**config.mk**
```make
export PLATFORM = sky130hd
export DESIGN_NAME = level_pacer
export DESIGN_NICKNAME = d
export VERILOG_FILES = /design/src/rtl/level_pkg.sv /design/src/rtl/tick_divider.sv /design/src/rtl/level_pacer.sv
export SDC_FILE = /design/constraint.sdc
export NUM_CORES = 1
export LEC_CHECK = 0
export BUFFER_PORTS_ARGS = -buffer_cell sky130_fd_sc_hd__buf_2
export CAP_MARGIN = 15
export CORE_MARGIN = 10
export CORE_UTILIZATION = 50
export CTS_CLUSTER_DIAMETER = 30
export DETAILED_ROUTE_END_ITERATION = 10
export PLACE_DENSITY = 0.67
export SLEW_MARGIN = 20
export SYNTH_ARGS = -nofsm -noshare
export SYNTH_HDL_FRONTEND = slang
export SYNTH_HIERARCHICAL = 1
export SYNTH_SLANG_ARGS = --single-unit
```
**constraint.sdc**
```tcl
create_clock -name clk -period 3 [get_ports clk]
set_input_delay 0.3 -clock clk [delete_from_list [all_inputs] [get_ports clk]]
set_output_delay 0.3 -clock clk [all_outputs]
set_load 0.05 [all_outputs]
```
**src/rtl/level_pkg.sv**
```systemverilog
// Shared level definitions for the difficulty-selection path: level codes,
// per-level object counts and speed shifts, error codes and the pacer FSM type.
package level_pkg;

   localparam logic [1:0] LVL_INVALID = 2'b00;
   localparam logic [1:0] LVL_EASY    = 2'b01;
   localparam logic [1:0] LVL_NORMAL  = 2'b10;
   localparam logic [1:0] LVL_HARD    = 2'b11;

   localparam int unsigned COUNT_EASY   = 8;
   localparam int unsigned COUNT_NORMAL = 12;
   localparam int unsigned COUNT_HARD   = 16;

   // Spawn period is BASE_PERIOD shifted right by these amounts.
   localparam logic [1:0] SHIFT_EASY   = 2'd0;
   localparam logic [1:0] SHIFT_NORMAL = 2'd1;
   localparam logic [1:0] SHIFT_HARD   = 2'd2;

   localparam logic [3:0] ERR_OK        = 4'd0;
   localparam logic [3:0] ERR_BAD_LEVEL = 4'd1;
   localparam logic [3:0] ERR_ABORT     = 4'd2;

   typedef enum logic {StIdle, StRun} pacer_state_e;

   // Index of the final spawn of a run (object count minus one).
   function automatic logic [3:0] level_last_idx(input logic [1:0] code);
      logic [3:0] idx;
      case (code)
         LVL_EASY:   idx = 4'(COUNT_EASY - 1);
         LVL_NORMAL: idx = 4'(COUNT_NORMAL - 1);
         LVL_HARD:   idx = 4'(COUNT_HARD - 1);
         default:    idx = 4'd0;
      endcase
      return idx;
   endfunction

   function automatic logic [1:0] level_shift(input logic [1:0] code);
      logic [1:0] sh;
      case (code)
         LVL_NORMAL: sh = SHIFT_NORMAL;
         LVL_HARD:   sh = SHIFT_HARD;
         default:    sh = SHIFT_EASY;
      endcase
      return sh;
   endfunction

endpackage

```
**src/rtl/tick_divider.sv**
```systemverilog
// Loadable down-counter with auto-reload. tick is registered and is high in
// exactly the cycles where the count sits at zero while the counter is live.
module tick_divider #(
   parameter int unsigned W = 8
) (
   input  logic         clk,
   input  logic         rst,
   input  logic         clr,
   input  logic         load,
   input  logic [W-1:0] load_val,
   input  logic         en,
   output logic         tick
);

   logic [W-1:0] cnt_q, cnt_d;
   logic [W-1:0] reload_q, reload_d;
   logic         tick_q, tick_d;

   // Next count: clear beats load beats decrement; load also captures the reload value.
   always_comb begin
      cnt_d    = cnt_q;
      reload_d = reload_q;
      tick_d   = 1'b0;
      if (clr) begin
         cnt_d = '0;
      end else if (load) begin
         cnt_d    = load_val;
         reload_d = load_val;
         tick_d   = (load_val == '0);
      end else if (en) begin
         if (cnt_q == '0) begin
            cnt_d = reload_q;
         end else begin
            cnt_d = cnt_q - W'(1);
         end
         tick_d = (cnt_d == '0);
      end
   end

   // Counter, reload and tick registers.
   always_ff @(posedge clk) begin
      if (rst) begin
         cnt_q    <= '0;
         reload_q <= '0;
         tick_q   <= 1'b0;
      end else begin
         cnt_q    <= cnt_d;
         reload_q <= reload_d;
         tick_q   <= tick_d;
      end
   end

   assign tick = tick_q;

endmodule

```
**src/rtl/level_pacer.sv**
```systemverilog
// Accepts a level code over valid/ready, then emits one spawn pulse per object
// at the level's rate until the count is exhausted or the run is aborted.
module level_pacer
   import level_pkg::*;
#(
   parameter int unsigned BASE_PERIOD = 50_000_000,
   parameter int unsigned CNT_W       = $clog2(BASE_PERIOD)
) (
   input  logic       clk,
   input  logic       rst,
   input  logic       level_valid,
   input  logic [1:0] level_code,
   output logic       level_ready,
   input  logic       abort,
   output logic       spawn_pulse,
   output logic [3:0] spawn_idx,
   output logic       busy,
   output logic       done,
   output logic [3:0] error_code
);

   pacer_state_e state_q, state_d;
   logic         busy_q, busy_d;
   logic         ready_q, ready_d;
   logic         done_q, done_d;
   logic [3:0]   idx_q, idx_d;
   logic [3:0]   err_q, err_d;
   logic [3:0]   last_idx_q, last_idx_d;

   logic             div_load, div_clr, div_en, tick;
   logic [CNT_W-1:0] period_m1;

   // Interval minus one for the presented code; BASE_PERIOD is a multiple of 4 so no rounding.
   always_comb begin
      period_m1 = CNT_W'((BASE_PERIOD >> level_shift(level_code)) - 1);
   end

   assign div_en = (state_q == StRun);

   tick_divider #(
      .W (CNT_W)
   ) u_tick_divider (
      .clk      (clk),
      .rst      (rst),
      .clr      (div_clr),
      .load     (div_load),
      .load_val (period_m1),
      .en       (div_en),
      .tick     (tick)
   );

   // FSM next state, handshake and spawn counter.
   always_comb begin
      state_d    = state_q;
      busy_d     = busy_q;
      ready_d    = ready_q;
      done_d     = 1'b0;
      idx_d      = idx_q;
      err_d      = err_q;
      last_idx_d = last_idx_q;
      div_load   = 1'b0;
      div_clr    = 1'b0;
      unique case (state_q)
         StIdle: begin
            if (level_valid && ready_q) begin
               if (level_code == LVL_INVALID) begin
                  err_d = ERR_BAD_LEVEL;
               end else begin
                  state_d    = StRun;
                  busy_d     = 1'b1;
                  ready_d    = 1'b0;
                  idx_d      = 4'd0;
                  err_d      = ERR_OK;
                  last_idx_d = level_last_idx(level_code);
                  div_load   = 1'b1;
               end
            end
         end
         StRun: begin
            if (abort) begin
               // Clearing the divider also swallows a spawn due next cycle.
               state_d = StIdle;
               busy_d  = 1'b0;
               ready_d = 1'b1;
               idx_d   = 4'd0;
               err_d   = ERR_ABORT;
               div_clr = 1'b1;
            end else if (tick) begin
               if (idx_q == last_idx_q) begin
                  state_d = StIdle;
                  busy_d  = 1'b0;
                  ready_d = 1'b1;
                  done_d  = 1'b1;
                  idx_d   = 4'd0;
                  div_clr = 1'b1;
               end else begin
                  idx_d = idx_q + 4'd1;
               end
            end
         end
      endcase
   end

   // State and output registers.
   always_ff @(posedge clk) begin
      if (rst) begin
         state_q    <= StIdle;
         busy_q     <= 1'b0;
         ready_q    <= 1'b1;
         done_q     <= 1'b0;
         idx_q      <= 4'd0;
         err_q      <= ERR_OK;
         last_idx_q <= 4'd0;
      end else begin
         state_q    <= state_d;
         busy_q     <= busy_d;
         ready_q    <= ready_d;
         done_q     <= done_d;
         idx_q      <= idx_d;
         err_q      <= err_d;
         last_idx_q <= last_idx_d;
      end
   end

   assign level_ready = ready_q;
   assign busy        = busy_q;
   assign done        = done_q;
   assign spawn_idx   = idx_q;
   assign error_code  = err_q;
   assign spawn_pulse = tick;

endmodule

```
## Word-level counts from Yosys, hierarchy flattened

Cells that the tools add are included.

- Output and inout port bits: 12
- Logic and storage cells: 82
- Input bits: 6
- Bits in registers: 69

- Reduce and logical (&&, ||, !) cells: 13
- Equal/unequal tests: 9
- Shifts and indexed selects: 1
- Add/subtract/negate cells: 3
- Mux-type cells: 43
- Bitwise operators: 3

Operators by type and width:

| kind | number |
|---|---|
| two-way mux 26 bit | 6 |
| zero test 26 bit | 3 |
| subtractor 26 x 1 -> 26 bit (second input constant) | 2 |
| two-way mux 4 bit | 7 |
| right shift 26 x 2 -> 26 bit (first input constant) | 1 |
| two-way mux 1 bit | 23 |
| one-hot mux 4 bit (2 select lines) | 2 |
| one-hot mux 4 bit (3 select lines) | 1 |
| inequality test 2 bit (second input constant) | 3 |
| inequality test 3 x 2 -> 1 bit (second input constant) | 2 |
| one-hot mux 1 bit (2 select lines) | 3 |
| AND reduction 3 bit | 2 |
| adder 4 x 1 -> 4 bit (second input constant) | 1 |
| == test 2 bit (second input constant) | 2 |
| == test 4 bit | 1 |
| one-hot mux 2 bit (2 select lines) | 1 |
| AND reduction 2 bit | 2 |
| AND reduction 4 bit | 1 |
| NOT 1 bit | 3 |
| OR reduction 3 bit | 1 |
| == test 2 x 1 -> 1 bit (second input constant) | 1 |
| zero test 2 bit | 1 |
| nonzero test 2 bit | 1 |
| OR reduction 2 bit | 1 |
| logical AND 1 bit | 1 |

## Logic depth before layout (Yosys ltp)

Gate-level depths: netlist of run 1.

- Word-level depth: 9
- Depth in mapped cells: 11
- Depth with buffers taken out: 9

## Hierarchy

Netlist of run 1, hierarchy kept.

By module, submodules not included:

| module | cells an instance | instances | seq. area each (µm²) | area each (µm²) |
|---|---|---|---|---|
| tick_divider | 425 | 1 | 1061.0 | 3139.3 |
| level_pacer | 79 | 1 | 260.2 | 651.9 |

## Least setup slack after synthesis of run 1

No wires, ideal clock.

- Kind: register -> register
- Start: register ready_q (netlist: level_ready)
- End: register u_tick_divider.reload_q[16]
- Stages on the path, launching flop included: 11
- Data required time: 2.930 ns
- Library setup time: 0.070 ns
- Path slack: 0.441 ns
- Data arrival time: 2.488 ns
- Path buffers: 3
- Clock period less this slack: 2.559 ns
- Cell sequence: dfxtp_1 -> nand2_1 -> or3_1 -> buf_2 -> clkinv_1 -> clkbuf_1 -> inv_1 -> nor2_1 -> clkbuf_1 -> nand2_1 -> a21oi_1

- Longest elaborated chain between the ends: 4

Ends and longest elaborated chain:

| element | line | text |
|---|---|---|
| start, declared | level_pacer.sv:24 | `logic ready_q, ready_d;` |
| start signal, assigned | level_pacer.sv:117 | `ready_q <= ready_d;` |
| logical AND 1 bit | level_pacer.sv:65 | `if (level_valid && ready_q) begin` |
| two-way mux 1 bit | level_pacer.sv:65 |  |
| two-way mux 1 bit | level_pacer.sv:63 | `unique case (state_q)` |
| net div_load | level_pacer.sv:30 | `logic div_load, div_clr, div_en, tick;` |
| AND reduction 2 bit (no line) | -- |  |
| end signal, assigned | tick_divider.sv:48 | `reload_q <= reload_d;` |
| end, declared | tick_divider.sv:16 | `logic [W-1:0] reload_q, reload_d;` |

The timed path passes the listed nets, and every way through them passes these cells.
A chain may end at the register's enable or synchronous reset.

## Final worst setup path of run 1

- Start: register u_tick_divider.cnt_q[0]
- End: register u_tick_divider.tick_q (netlist: u_tick_divider/tick)

- Longest elaborated chain between the ends: 8
- Elaborated cells on any way between the ends: 9
- Those cells by class: 1 x add/sub; 6 x mux; 2 x reduce/logical

Ends and longest elaborated chain:

| element | line | text |
|---|---|---|
| start, declared | tick_divider.sv:15 | `logic [W-1:0] cnt_q, cnt_d;` |
| start signal, assigned | tick_divider.sv:47 | `cnt_q <= cnt_d;` |
| subtractor 26 x 1 -> 26 bit or zero test 26 bit (tied branches) | tick_divider.sv:34, tick_divider.sv:31 |  |
| two-way mux 26 bit (*) | tick_divider.sv:31 | `if (cnt_q == '0) begin` |
| two-way mux 26 bit (*) | tick_divider.sv:30 | `end else if (en) begin` |
| two-way mux 26 bit (*) | tick_divider.sv:26 | `end else if (load) begin` |
| two-way mux 26 bit (*) | tick_divider.sv:24 | `if (clr) begin` |
| zero test 26 bit (*) | tick_divider.sv:36 | `tick_d = (cnt_d == '0);` |
| two-way mux 1 bit (*) | tick_divider.sv:30 |  |
| two-way mux 1 bit (*) | tick_divider.sv:26 |  |
| end signal, assigned | tick_divider.sv:49 | `tick_q <= tick_d;` |
| end, declared | tick_divider.sv:17 | `logic tick_q, tick_d;` |

Every way passes the cells marked *; elsewhere a longest branch is shown, timed or not. The select of a mux whose other input is x is not followed.

==> run_results.csv, run 1 <==
group,metric,value,unit
status,status,"finished, final reports clean",
floorplanning,start_util,51.7,%
logic_synthesis,synthCells,504,
worst_setup_path,worstPathArrival,3010,ps
logic_synthesis,synth_cell_types,63,
timing,slew_viol_final,0,
floorplanning,rows,31,
layout,diodes,0,
pwr,power.leakage,1.66,nW
clock_tree,cts_sinks,66,
routing,first_pass_iters,5,
clock_tree,cts_resized,0,
worst_setup_path,path_cells,"inv_1 > ha_1 > nor4b_1 > buf_4 > nand4_1 > or2_1 > mux2i_1 > nand4_1 > nor4_2 > a31o_1",
hold_path,worstHoldStart,"level_code[0]",
routing,route.vias.total,3670,
worst_setup_path,worstReg2RegEnd,"u_tick_divider/tick$_SDFF_PP0_",
logic_synthesis,synth-seq-cells,66,
global_route,antenna_found_initial,0,
routing,wl_per_cell,16.3,um
worst_setup_path,crit_fanout,15,
layout,layout_commonest_cell,"nand2_1",
routing,drc_errors,0,
global_route,grt-ovfl-total,0,
clock_tree,ctsHoldBuffers,0,
place,dp_hpwl,7290,um
logic_synthesis,async_flop_share,0,%
logic_synthesis,avgSynthCellArea,7.52,um2
timing,final-hold-violation-count,0,
global_route,grt_pass1_vias,3415,
timing,slew_headroom,44.8,%
logic_synthesis,synth-edff-count,0,
place,placed_area,0.00405,mm2
clock_tree,clkSlewWorstSetupHoldPaths,80,ps
timing,fin_skew,8.18,ps
layout,fillers,683,
hold_path,hold_class,"input port to register",
worst_setup_path,path_class,"register to register",
worst_setup_path,cp-end-kind,"register",
place,pre_cts_ws,376,ps
routing,drt_wl_total,10600,um
timing,max_freq,368,MHz
worst_setup_path,reg2reg_depth,10,
clock_tree,insertion_delay,360,ps
timing,holdWs,245,ps
worst_setup_path,critPathTopFamily,"simple AND/OR/NAND/NOR gates",
timing,setup_tns,0,ps
hold_path,whs_endpoint,"last_idx_q[2]$_SDFFE_PP0P_",
logic_synthesis,ys_warn_count,6,
worst_setup_path,cp_slowest_stage_delay,500,ps
worst_setup_path,cp-start-kind,"register",
floorplanning,die_h,107,um
global_route,grt_max_degree,41,
worst_setup_path,reg2reg_slack,280,ps
logic_synthesis,ys.flop_type,"dfxtp_1",
clock_tree,cts_made_buffers,9,
layout,area_growth,12.2,%
timing,rsz0062_at_grt,"false",
layout,final_cell_mix,"nand2_1 (89), dfxtp_1 (66), a21oi_1 (61)",
logic_synthesis,syn_area,0.00379,mm2
timing,finalCriticalPeriod,2720,ps
worst_setup_path,crit_slowest_cell,"or2_1",
timing,tightest_slew,825,ps
flow_run,maxCapViolations,0,
clock_tree,cts.path.max_buffers,2,
routing,drtIter0Drc,267,
floorplanning,core-area,0.00733,mm2
worst_setup_path,path_common_cell,"nand4_1",
worst_setup_path,r2r_start,"u_tick_divider/cnt_q[0]$_SDFFE_PP0P_",
pwr,powerDensity,613,mW/mm2
layout,nets,554,
timing,setup_viol,0,
routing,via_per_inst,5.65,
clock_tree,htreeDepth,3,
worst_setup_path,path_buf_inv,2,
routing,ant_nets,0,
clock_tree,post-cts-setup-buffer-count,0,
layout,stdcell_count,650,
worst_setup_path,worstPathRequired,3300,ps
clock_tree,cts_root_buffer,"clkbuf_8",
layout,layout-drive-gt1-share,12.7,%
floorplanning,io_pins,18,
timing,worst_slack,282,ps
hold_path,min_path_cells,3,
place,dpl.cell_count,634,
global_route,globalRouteTotalUtil,18.9,%
timing,fin_crit_sh,90.6,%
place,gp_congestion,0.969,
floorplanning,die_w,107,um
pwr,irDropWorstVdd,0.303,mV
logic_synthesis,yosysSeqAreaShare,34.9,%
floorplanning,die_area,0.0115,mm2
layout,finish.instance_area,0.00425,mm2
clock_tree,cts_tree,"yes",
global_route,grt_pass1_wl,17600,um
place,io_buffers,15,
[where the power goes]
part | total [W] | leakage (nW) | internal [W] | switching [W]
Combinational | 0.000794 | 1.01 | 0.000305 | 0.000488
Clock | 0.000773 | 0.103 | 0.000407 | 0.000366
Sequential | 0.00104 | 0.541 | 0.000951 | 0.0000911
Total | 0.00261 | 1.66 | 0.00166 | 0.000945
[state kept, by name, indices dropped and copies added (netlist names)]
name	cells
busy	1
div_en	1
done	1
error_code	2
last_idx_q	3
level_ready	1
spawn_idx	4
u_tick_divider/cnt_q	26
u_tick_divider/reload_q	26
u_tick_divider/tick	1
[final cells by class]
| class | instances | area, um2 | area share, % |
|---|---|---|---|
| Sequential cell | 66 | 1320 | 31.1 |
| Clock inverter | 6 | 65.1 | 1.53 |
| Timing Repair Buffer | 30 | 188 | 4.41 |
| Inverter | 14 | 52.6 | 1.24 |
| Tap cell | 99 | 124 | 2.91 |
| Multi-Input combinational cell | 425 | 2370 | 55.6 |
| Clock buffer | 10 | 138 | 3.24 |
[synth_stat cells (6+ instances only)]
| cell | instances | area share [%] |
|---|---|---|
| clkbuf_1 | 24 | 2.4 |
| a21oi_1 | 61 | 8.1 |
| inv_1 | 13 | 1.3 |
| nor3_1 | 20 | 2.6 |
| nor4_1 | 9 | 1.5 |
| o211ai_1 | 8 | 1.6 |
| mux2i_1 | 8 | 2.1 |
| xnor2_1 | 11 | 2.5 |
| nor2_1 | 48 | 4.8 |
| a211oi_1 | 6 | 1.2 |
| nand2_1 | 89 | 8.8 |
| or3_1 | 8 | 1.3 |
| a211o_1 | 6 | 1.4 |
| dfxtp_1 | 66 | 35 |
| nand4_1 | 10 | 1.7 |
| o21ai_0 | 16 | 2.1 |
| xor2_1 | 6 | 1.4 |
[worst max-delay path by stage]
stage                                               start                                       end  slack (ps)  cells after the start
floorplan                        level_ready$_SDFFE_PP1P_  u_tick_divider/reload_q[16]$_SDFFE_PP0P_         440                     10
global placement    u_tick_divider/cnt_q[16]$_SDFFE_PP0P_            u_tick_divider/tick$_SDFF_PP0_         420                      8
detailed placement  u_tick_divider/cnt_q[16]$_SDFFE_PP0P_            u_tick_divider/tick$_SDFF_PP0_         380                      7
CTS                  u_tick_divider/cnt_q[0]$_SDFFE_PP0P_            u_tick_divider/tick$_SDFF_PP0_         350                     10
global route         u_tick_divider/cnt_q[0]$_SDFFE_PP0P_            u_tick_divider/tick$_SDFF_PP0_          20                     10
finish               u_tick_divider/cnt_q[0]$_SDFFE_PP0P_            u_tick_divider/tick$_SDFF_PP0_         280                     10
[worst min-delay path, stage by stage]
cell and delay (ps):
buf_2 130, nand2_1 70, a21oi_1 50
[metal layers]
layer | wire length, um | track usage, %
met5 | 0 | 0
met4 | 146 | 6.48
met3 | 643 | 3.95
met2 | 4730 | 28.9
met1 | 5050 | 25.6
[metrics by stage]
step	power (W)	util, %
after floorplan	0.00164	-
after global placement	0.00183	55.3
after detailed placement	0.00183	55.3
after CTS	0.00260	58.0
after global routing	0.00276	58.0
final	0.00261	58.0
[logic make-up (layout without fill, tap and decap cells)]
family | Yosys count | count (layout) | share of synthesized area (%)
adders and majority gates | 2 | 2 | 0.660
AOI/OAI and AO/OA | 133 | 133 | 22.6
DFF | 66 | 66 | 34.9
other | 2 | 41 | 0.198
and+or+nand+nor | 222 | 222 | 28.4
buffers and inverters | 52 | 60 | 6.60
muxes | 10 | 10 | 2.71
xor gates and xnor gates | 17 | 17 | 3.93
No activity file was read; power rests on OpenSTA's default activity.
==> run 2, diff against run 1 <==
Settings changed: ABC_AREA set to 1.
==> run 2 against run 1 <==
Compared with the run above:
- sequential power is essentially flat
- critical endpoint unchanged
- core utilization shrank 1.0 points
- largest power group is now combinational cells
- area after synthesis grew 4.6%
- synthesized cell count grew 25%
- clock power shrank 12%
- total power grew 17%
- design area grew 3.6%
==> run_results.csv, run 2 <==
group,metric,value,unit
status,status,"finished, final reports clean",
worst_setup_path,path_cells,"inv_1 > ha_1 > nand2_2 > nor2_4 > nand2_2 > nor2_4 > inv_2 > a21oi_1 > nand3_1 > nor2_1 > nand3_1 > a21oi_1",
logic_synthesis,synthXorXnorAreaFrac,1.99,%
floorplanning,rows,32,
routing,route.vias.total,3966,
logic_synthesis,yosys.cell_count.top_type,"nand2_1",
timing,slew_viol_final,0,
pwr,power,0.00306,W
logic_synthesis,synth_common_cells,"nand2_1 (252), dfxtp_1 (66), nor2_1 (61), inv_1 (48), a21oi_1 (30)",
worst_setup_path,worstReg2RegEnd,"u_tick_divider/tick$_SDFF_PP0_",
timing,finalCriticalPeriod,2370,ps
place,io_buffers,15,
timing,fin_crit_sh,79.1,%
logic_synthesis,synth.largest_area_cell,"dfxtp_1",
logic_synthesis,synth_compound_gate_area_share,10.5,%
worst_setup_path,crit_fanout,15,
pwr,p_sw_share,43.9,%
logic_synthesis,avgSynthCellArea,6.28,um2
clock_tree,cts_resized,0,
hold_path,worstHoldStart,"level_code[0]",
layout,fillers,738,
logic_synthesis,synth-seq-cells,66,
layout,finish.instance_area,0.00441,mm2
routing,first_pass_iters,4,
global_route,antenna_found_initial,0,
global_route,globalRouteTotalUtil,18.6,%
pwr,power.share.sequential,34.5,%
worst_setup_path,cp-end-kind,"register",
worst_setup_path,crit_slowest_cell,"nor2_4",
logic_synthesis,synthCells,632,
pwr,powerDensity,694,mW/mm2
worst_setup_path,path_class,"register to register",
logic_synthesis,ys.flop_type,"dfxtp_1",
layout,diodes,0,
clock_tree,insertion_delay,340,ps
routing,drtIter0Drc,270,
logic_synthesis,synthMuxAreaShare,0,%
timing,tightest_slew,924,ps
layout,area_growth,11.1,%
clock_tree,ctsHoldBuffers,0,
worst_setup_path,path_buf_inv,2,
worst_setup_path,worstPathArrival,2630,ps
hold_path,min_path_cells,3,
clock_tree,post-cts-setup-buffer-count,0,
routing,ant_nets,0,
worst_setup_path,critical_path_cell_count,12,
layout,multi_input_area,0.00246,mm2
logic_synthesis,async_flop_share,0,%
clock_tree,cts_sinks,66,
logic_synthesis,syn_area,0.00397,mm2
worst_setup_path,worstPathRequired,3260,ps
pwr,internal-power,0.00172,W
logic_synthesis,ys_warn_count,6,
floorplanning,die_w,109,um
timing,slew_headroom,38.4,%
floorplanning,start_util,51.3,%
pwr,combPwrFrac,43.2,%
place,gp_congestion,0.917,
clock_tree,cts_made_buffers,9,
layout,seqCellArea,0.00132,mm2
clock_tree,cts_tree,"yes",
pwr,p_sw,0.00134,W
worst_setup_path,reg2reg_slack,630,ps
routing,drt_wl_total,10800,um
layout,layout-drive-gt1-share,11.2,%
worst_setup_path,cp-start-kind,"register",
logic_synthesis,synth_top_area_share,33.3,%
timing,setup_viol,0,
place,pre_cts_ws,653,ps
worst_setup_path,cp_slowest_stage_delay,350,ps
timing,max_freq,422,MHz
clock_tree,clkSlewWorstSetupHoldPaths,80,ps
global_route,grt_pass1_wl,18100,um
global_route,grt_max_degree,32,
layout,layout_commonest_cell,"nand2_1",
hold_path,hold_class,"input port to register",
worst_setup_path,critPathTopFamily,"simple AND/OR/NAND/NOR gates",
clock_tree,htreeDepth,3,
logic_synthesis,synth_top_family_by_area,"simple AND/OR/NAND/NOR gates",
clock_tree,cts_root_buffer,"clkbuf_8",
worst_setup_path,reg2reg_depth,12,
pwr,clkPwrFrac,22.3,%
place,dp_hpwl,7840,um
logic_synthesis,synth-edff-count,0,
routing,drc_errors,0,
routing,wl_per_cell,13.7,um
logic_synthesis,yosys.area_share.adder,0.631,%
floorplanning,core-area,0.00773,mm2
logic_synthesis,synth_area_leaders,"dfxtp_1 (33%), nand2_1 (24%), nor2_1 (5.8%)",
logic_synthesis,yosys.area_share.simple,45.0,%
timing,rsz0062_at_grt,"false",
timing,final-hold-violation-count,0,
hold_path,whs_endpoint,"last_idx_q[2]$_SDFFE_PP0P_",
pwr,irDropWorstVdd,0.282,mV
flow_run,maxCapViolations,0,
clock_tree,cts.path.max_buffers,2,
layout,final_cell_mix,"nand2_1 (252), dfxtp_1 (66), nor2_1 (61)",
layout,nets,685,
floorplanning,die_area,0.0119,mm2
layout,utilization,57.0,%
timing,fin_skew,11.0,ps
timing,setup_tns,0,ps
worst_setup_path,r2r_start,"u_tick_divider/cnt_q[0]$_SDFFE_PP0P_",
logic_synthesis,synth_cell_types,37,
place,placed_area,0.00424,mm2
floorplanning,io_pins,18,
global_route,grt-ovfl-total,0,
pwr,power.leakage,1.99,nW
timing,worst_slack,628,ps
logic_synthesis,yosysSeqAreaShare,33.3,%
routing,via_per_inst,5.07,
floorplanning,die_h,109,um
global_route,grt_pass1_vias,3625,
run 2: changes by cell type after synthesis, sizes merged, moves of 9 or more:
cell	before	now
a31oi	2	26
inv	13	55
a21oi	63	30
nor2	48	76
nor3	22	3
xnor2	11	2
nand3	5	29
nand2	91	264
run 2: worst min-delay path: stages:
cell     delay (ps)
buf_2           130
nand2_1          70
a21oi_1          50
run 2: power groups by stage:
stage	registers, W	logic [W]	clock network (W)
after global placement	0.00107	0.00130	0
after detailed placement	0.00107	0.00129	0
after CTS	0.00105	0.00130	0.000694
after global routing	0.00107	0.00150	0.000732
after floorplan	0.00106	0.00103	0
final	0.00106	0.00132	0.000681
run 2: cell type report:
class	count	share of cell area, %
clock inverter	2	0.284
timing repair buffer	20	2.56
multi-input combinational	525	55.9
sequential	66	30.0
tap	102	2.90
clock buffer	13	3.61
inverter	55	4.80
run 2: cells by family after synthesis:
kind of cell / Yosys count
and+or+nand+nor: 400
buffers and inverters: 80
AOI/OAI and AO/OA: 73
DFF: 66
xor gates and xnor gates: 9
adders and majority gates: 2
other: 2
run 2: worst max path at each step:
| stage | from | endpoint | slack (ps) |
|---|---|---|---|
| 4_1_cts | u_tick_divider/cnt_q[0]$_SDFFE_PP0P_ | u_tick_divider/tick$_SDFF_PP0_ | 610 |
| 6_report | u_tick_divider/cnt_q[0]$_SDFFE_PP0P_ | u_tick_divider/tick$_SDFF_PP0_ | 630 |
| 5_1_grt | u_tick_divider/cnt_q[0]$_SDFFE_PP0P_ | u_tick_divider/tick$_SDFF_PP0_ | 360 |
| 3_3_place_gp | u_tick_divider/cnt_q[0]$_SDFFE_PP0P_ | u_tick_divider/tick$_SDFF_PP0_ | 710 |
| 2_1_floorplan | level_ready$_SDFFE_PP1P_ | u_tick_divider/reload_q[10]$_SDFFE_PP0P_ | 810 |
| 3_5_place_dp | u_tick_divider/cnt_q[0]$_SDFFE_PP0P_ | u_tick_divider/tick$_SDFF_PP0_ | 650 |
run 2: through the flow:
stage	cells	hold slack, ps
detailed placement	768	457
floorplan	671	435
global route	783	260
finish	783	257
global placement	768	448
CTS	783	244
run 2: per-layer routing:
metal	up-vias	global-route usage, %	part of all wire, %
li1	2071	-	-
met1	1764	26.9	51
met2	115	27.4	42
met3	16	2.54	4.7
met4	0	6.59	1.8
met5	-	0	0
==> run 3, diff against run 2 <==
Settings changed: PLACE_DENSITY 0.67 to 0.7.
Clock period 3 ns to 2.1 ns, I/O delays scaled along.
==> run 3 against run 2 <==
Compared with the run above:
- hold slack lost 100 ps
- clock power up 66%
- die area unchanged
- fmax increased by 18%
- first-iteration DRC count rose by 32%
- sequential cell count did not move
- critical endpoint unchanged
==> run_results.csv, run 3 (same netlist as run 2, synthesis figures left out) <==
group,metric,value,unit
routing,first_pass_iters,6,
pwr,internal-power,0.00280,W
global_route,antenna_found_initial,0,
layout,area_growth,21.4,%
floorplanning,core-area,0.00773,mm2
place,dpl.cell_count,788,
floorplanning,die_area,0.0119,mm2
layout,layout_commonest_cell,"nand2_1",
worst_setup_path,cp-end-kind,"register",
global_route,grt-ovfl-total,0,
floorplanning,start_util,51.3,%
worst_setup_path,crit_fanout,12,
floorplanning,io_pins,18,
clock_tree,cts.path.max_buffers,2,
worst_setup_path,critical_path_cell_count,11,
layout,layout-drive-gt1-share,18.1,%
pwr,irDropWorstVdd,0.464,mV
hold_path,min_path_cells,3,
pwr,p_sw_share,43.3,%
pwr,p_sw,0.00214,W
clock_tree,cts_sinks,66,
pwr,power.leakage,2.18,nW
clock_tree,cts_made_buffers,9,
clock_tree,htreeDepth,3,
worst_setup_path,reg2reg_depth,11,
worst_setup_path,cp-start-kind,"register",
clock_tree,cts_root_buffer,"clkbuf_8",
timing,worst_slack,84.0,ps
pwr,combPwrFrac,46.7,%
routing,ant_nets,0,
pwr,power.share.sequential,30.4,%
clock_tree,cts_tree,"yes",
routing,drtIter0Drc,356,
worst_setup_path,path_buf_inv,1,
flow_run,maxCapViolations,0,
worst_setup_path,crit_slowest_cell,"nor3_2",
layout,nets,717,
routing,drt_wl_total,11700,um
timing,finalCriticalPeriod,2020,ps
routing,route.vias.total,4216,
global_route,globalRouteTotalUtil,19.5,%
status,status,"finished, final reports clean",
timing,fin_skew,10.1,ps
worst_setup_path,worstPathRequired,2390,ps
floorplanning,die_w,109,um
place,dp_hpwl,8300,um
place,gp_congestion,0.971,
clock_tree,insertion_delay,350,ps
global_route,grt_max_degree,35,
timing,fin_crit_sh,96.0,%
routing,via_per_inst,5.17,
pwr,clkPwrFrac,22.9,%
routing,wl_per_cell,14.3,um
timing,holdWs,155,ps
worst_setup_path,path_cells,"nor2_1 > inv_1 > nor3_2 > nand2_8 > nand3_1 > nand2_1 > nor2_1 > nand2_1 > nor2_2 > nand3_1 > a21oi_1",
layout,fillers,740,
routing,drc_errors,0,
timing,final-hold-violation-count,0,
floorplanning,rows,32,
place,pre_cts_ws,-113,ps
timing,slew_viol_final,0,
global_route,grt_pass1_vias,3769,
global_route,grt_pass1_wl,18500,um
timing,setup_viol,0,
hold_path,hold_class,"input port to register",
place,io_buffers,15,
pwr,powerDensity,1030,mW/mm2
layout,diodes,0,
clock_tree,clkSlewWorstSetupHoldPaths,80,ps
timing,max_freq,496,MHz
worst_setup_path,cp_slowest_stage_delay,370,ps
floorplanning,die_h,109,um
layout,final_cell_mix,"nand2_1 (251), dfxtp_1 (61), nor2_1 (51)",
worst_setup_path,worstPathArrival,2310,ps
layout,stdcell_count,816,
worst_setup_path,path_class,"register to register",
worst_setup_path,critPathTopFamily,"simple AND/OR/NAND/NOR gates",
## run 3: cell types whose count changed in the layout (fill, tap and decap cells not counted), sizes merged
cell	change
buf	+32
bufinv	+1
clkbuf	-1
clkinvlp	+1
## run 3: repair_timing
item | in CTS | in global routing
hold buffers | 0 | 0
setup endpoints to repair | 1 | 3
pin swaps | 0 | 11
hold endpoints to repair | 0 | 0
buffers inserted | 0 | 12
gates resized for setup | 2 | 32
gates cloned | 0 | 0
## run 3: path summary, 6_finish.rpt
| kind | startpoint | to | slack [ps] |
|---|---|---|---|
| worst max-delay path | u_tick_divider/cnt_q[25]$_SDFFE_PP0P_ | u_tick_divider/tick$_SDFF_PP0_ | 80 |
| worst min-delay path | level_code[0] | last_idx_q[2]$_SDFFE_PP0P_ | 150 |
| worst max register to register | u_tick_divider/cnt_q[25]$_SDFFE_PP0P_ | u_tick_divider/tick$_SDFF_PP0_ | 80 |
| worst min register to register | u_tick_divider/reload_q[9]$_SDFFE_PP0P_ | u_tick_divider/reload_q[9]$_SDFFE_PP0P_ | 460 |
## run 3: layout make-up
cell class	instances	area, um2	share of cell area, %
clock buffers	12	155	3.22
clock inverters	4	50.0	1.04
inverters	55	211	4.39
multi-input cells	525	2580	53.5
flip-flops and latches	66	1330	27.6
well taps	102	128	2.65
repair buffers	52	365	7.59
## run 3: tightest hold or removal path: stages
cell	delay, ps
buf_2	130
nand2_1	70
a21oi_1	50
## run 3: power by group through the flow
stage          registers [W]  clock network (W)  logic (W)
2_1_floorplan        0.00152                  0    0.00147
3_3_place_gp         0.00151                  0    0.00195
3_5_place_dp         0.00151                  0    0.00196
4_1_cts              0.00149            0.00115    0.00200
5_1_grt              0.00152            0.00119    0.00254
6_report             0.00150            0.00113    0.00231
## run 3: stage by stage
| stage | power [W] | utilization (%) | area, um2 | setup TNS [ps] |
|---|---|---|---|---|
| 6_report | 0.00494 | 62.3 | 4820 | 0 |
| 5_1_grt | 0.00525 | 62.3 | 4820 | -32.9 |
| 4_1_cts | 0.00463 | 59.5 | 4600 | 0 |
| 3_5_place_dp | 0.00348 | 56.8 | 4390 | -113 |
| 3_3_place_gp | 0.00347 | 56.8 | 4390 | -41.7 |
| 2_1_floorplan | 0.00299 | - | 4120 | 0 |
## run 3: routing by layer
layer,vias up,routed length [um],global-route usage [%],share of wire (%)
met5,-,0,0,0
met4,0,225,7.72,1.9
met3,17,908,3.07,7.8
met2,160,5270,30.1,45
met1,1905,5250,26.4,45
li1,2134,-,-,-
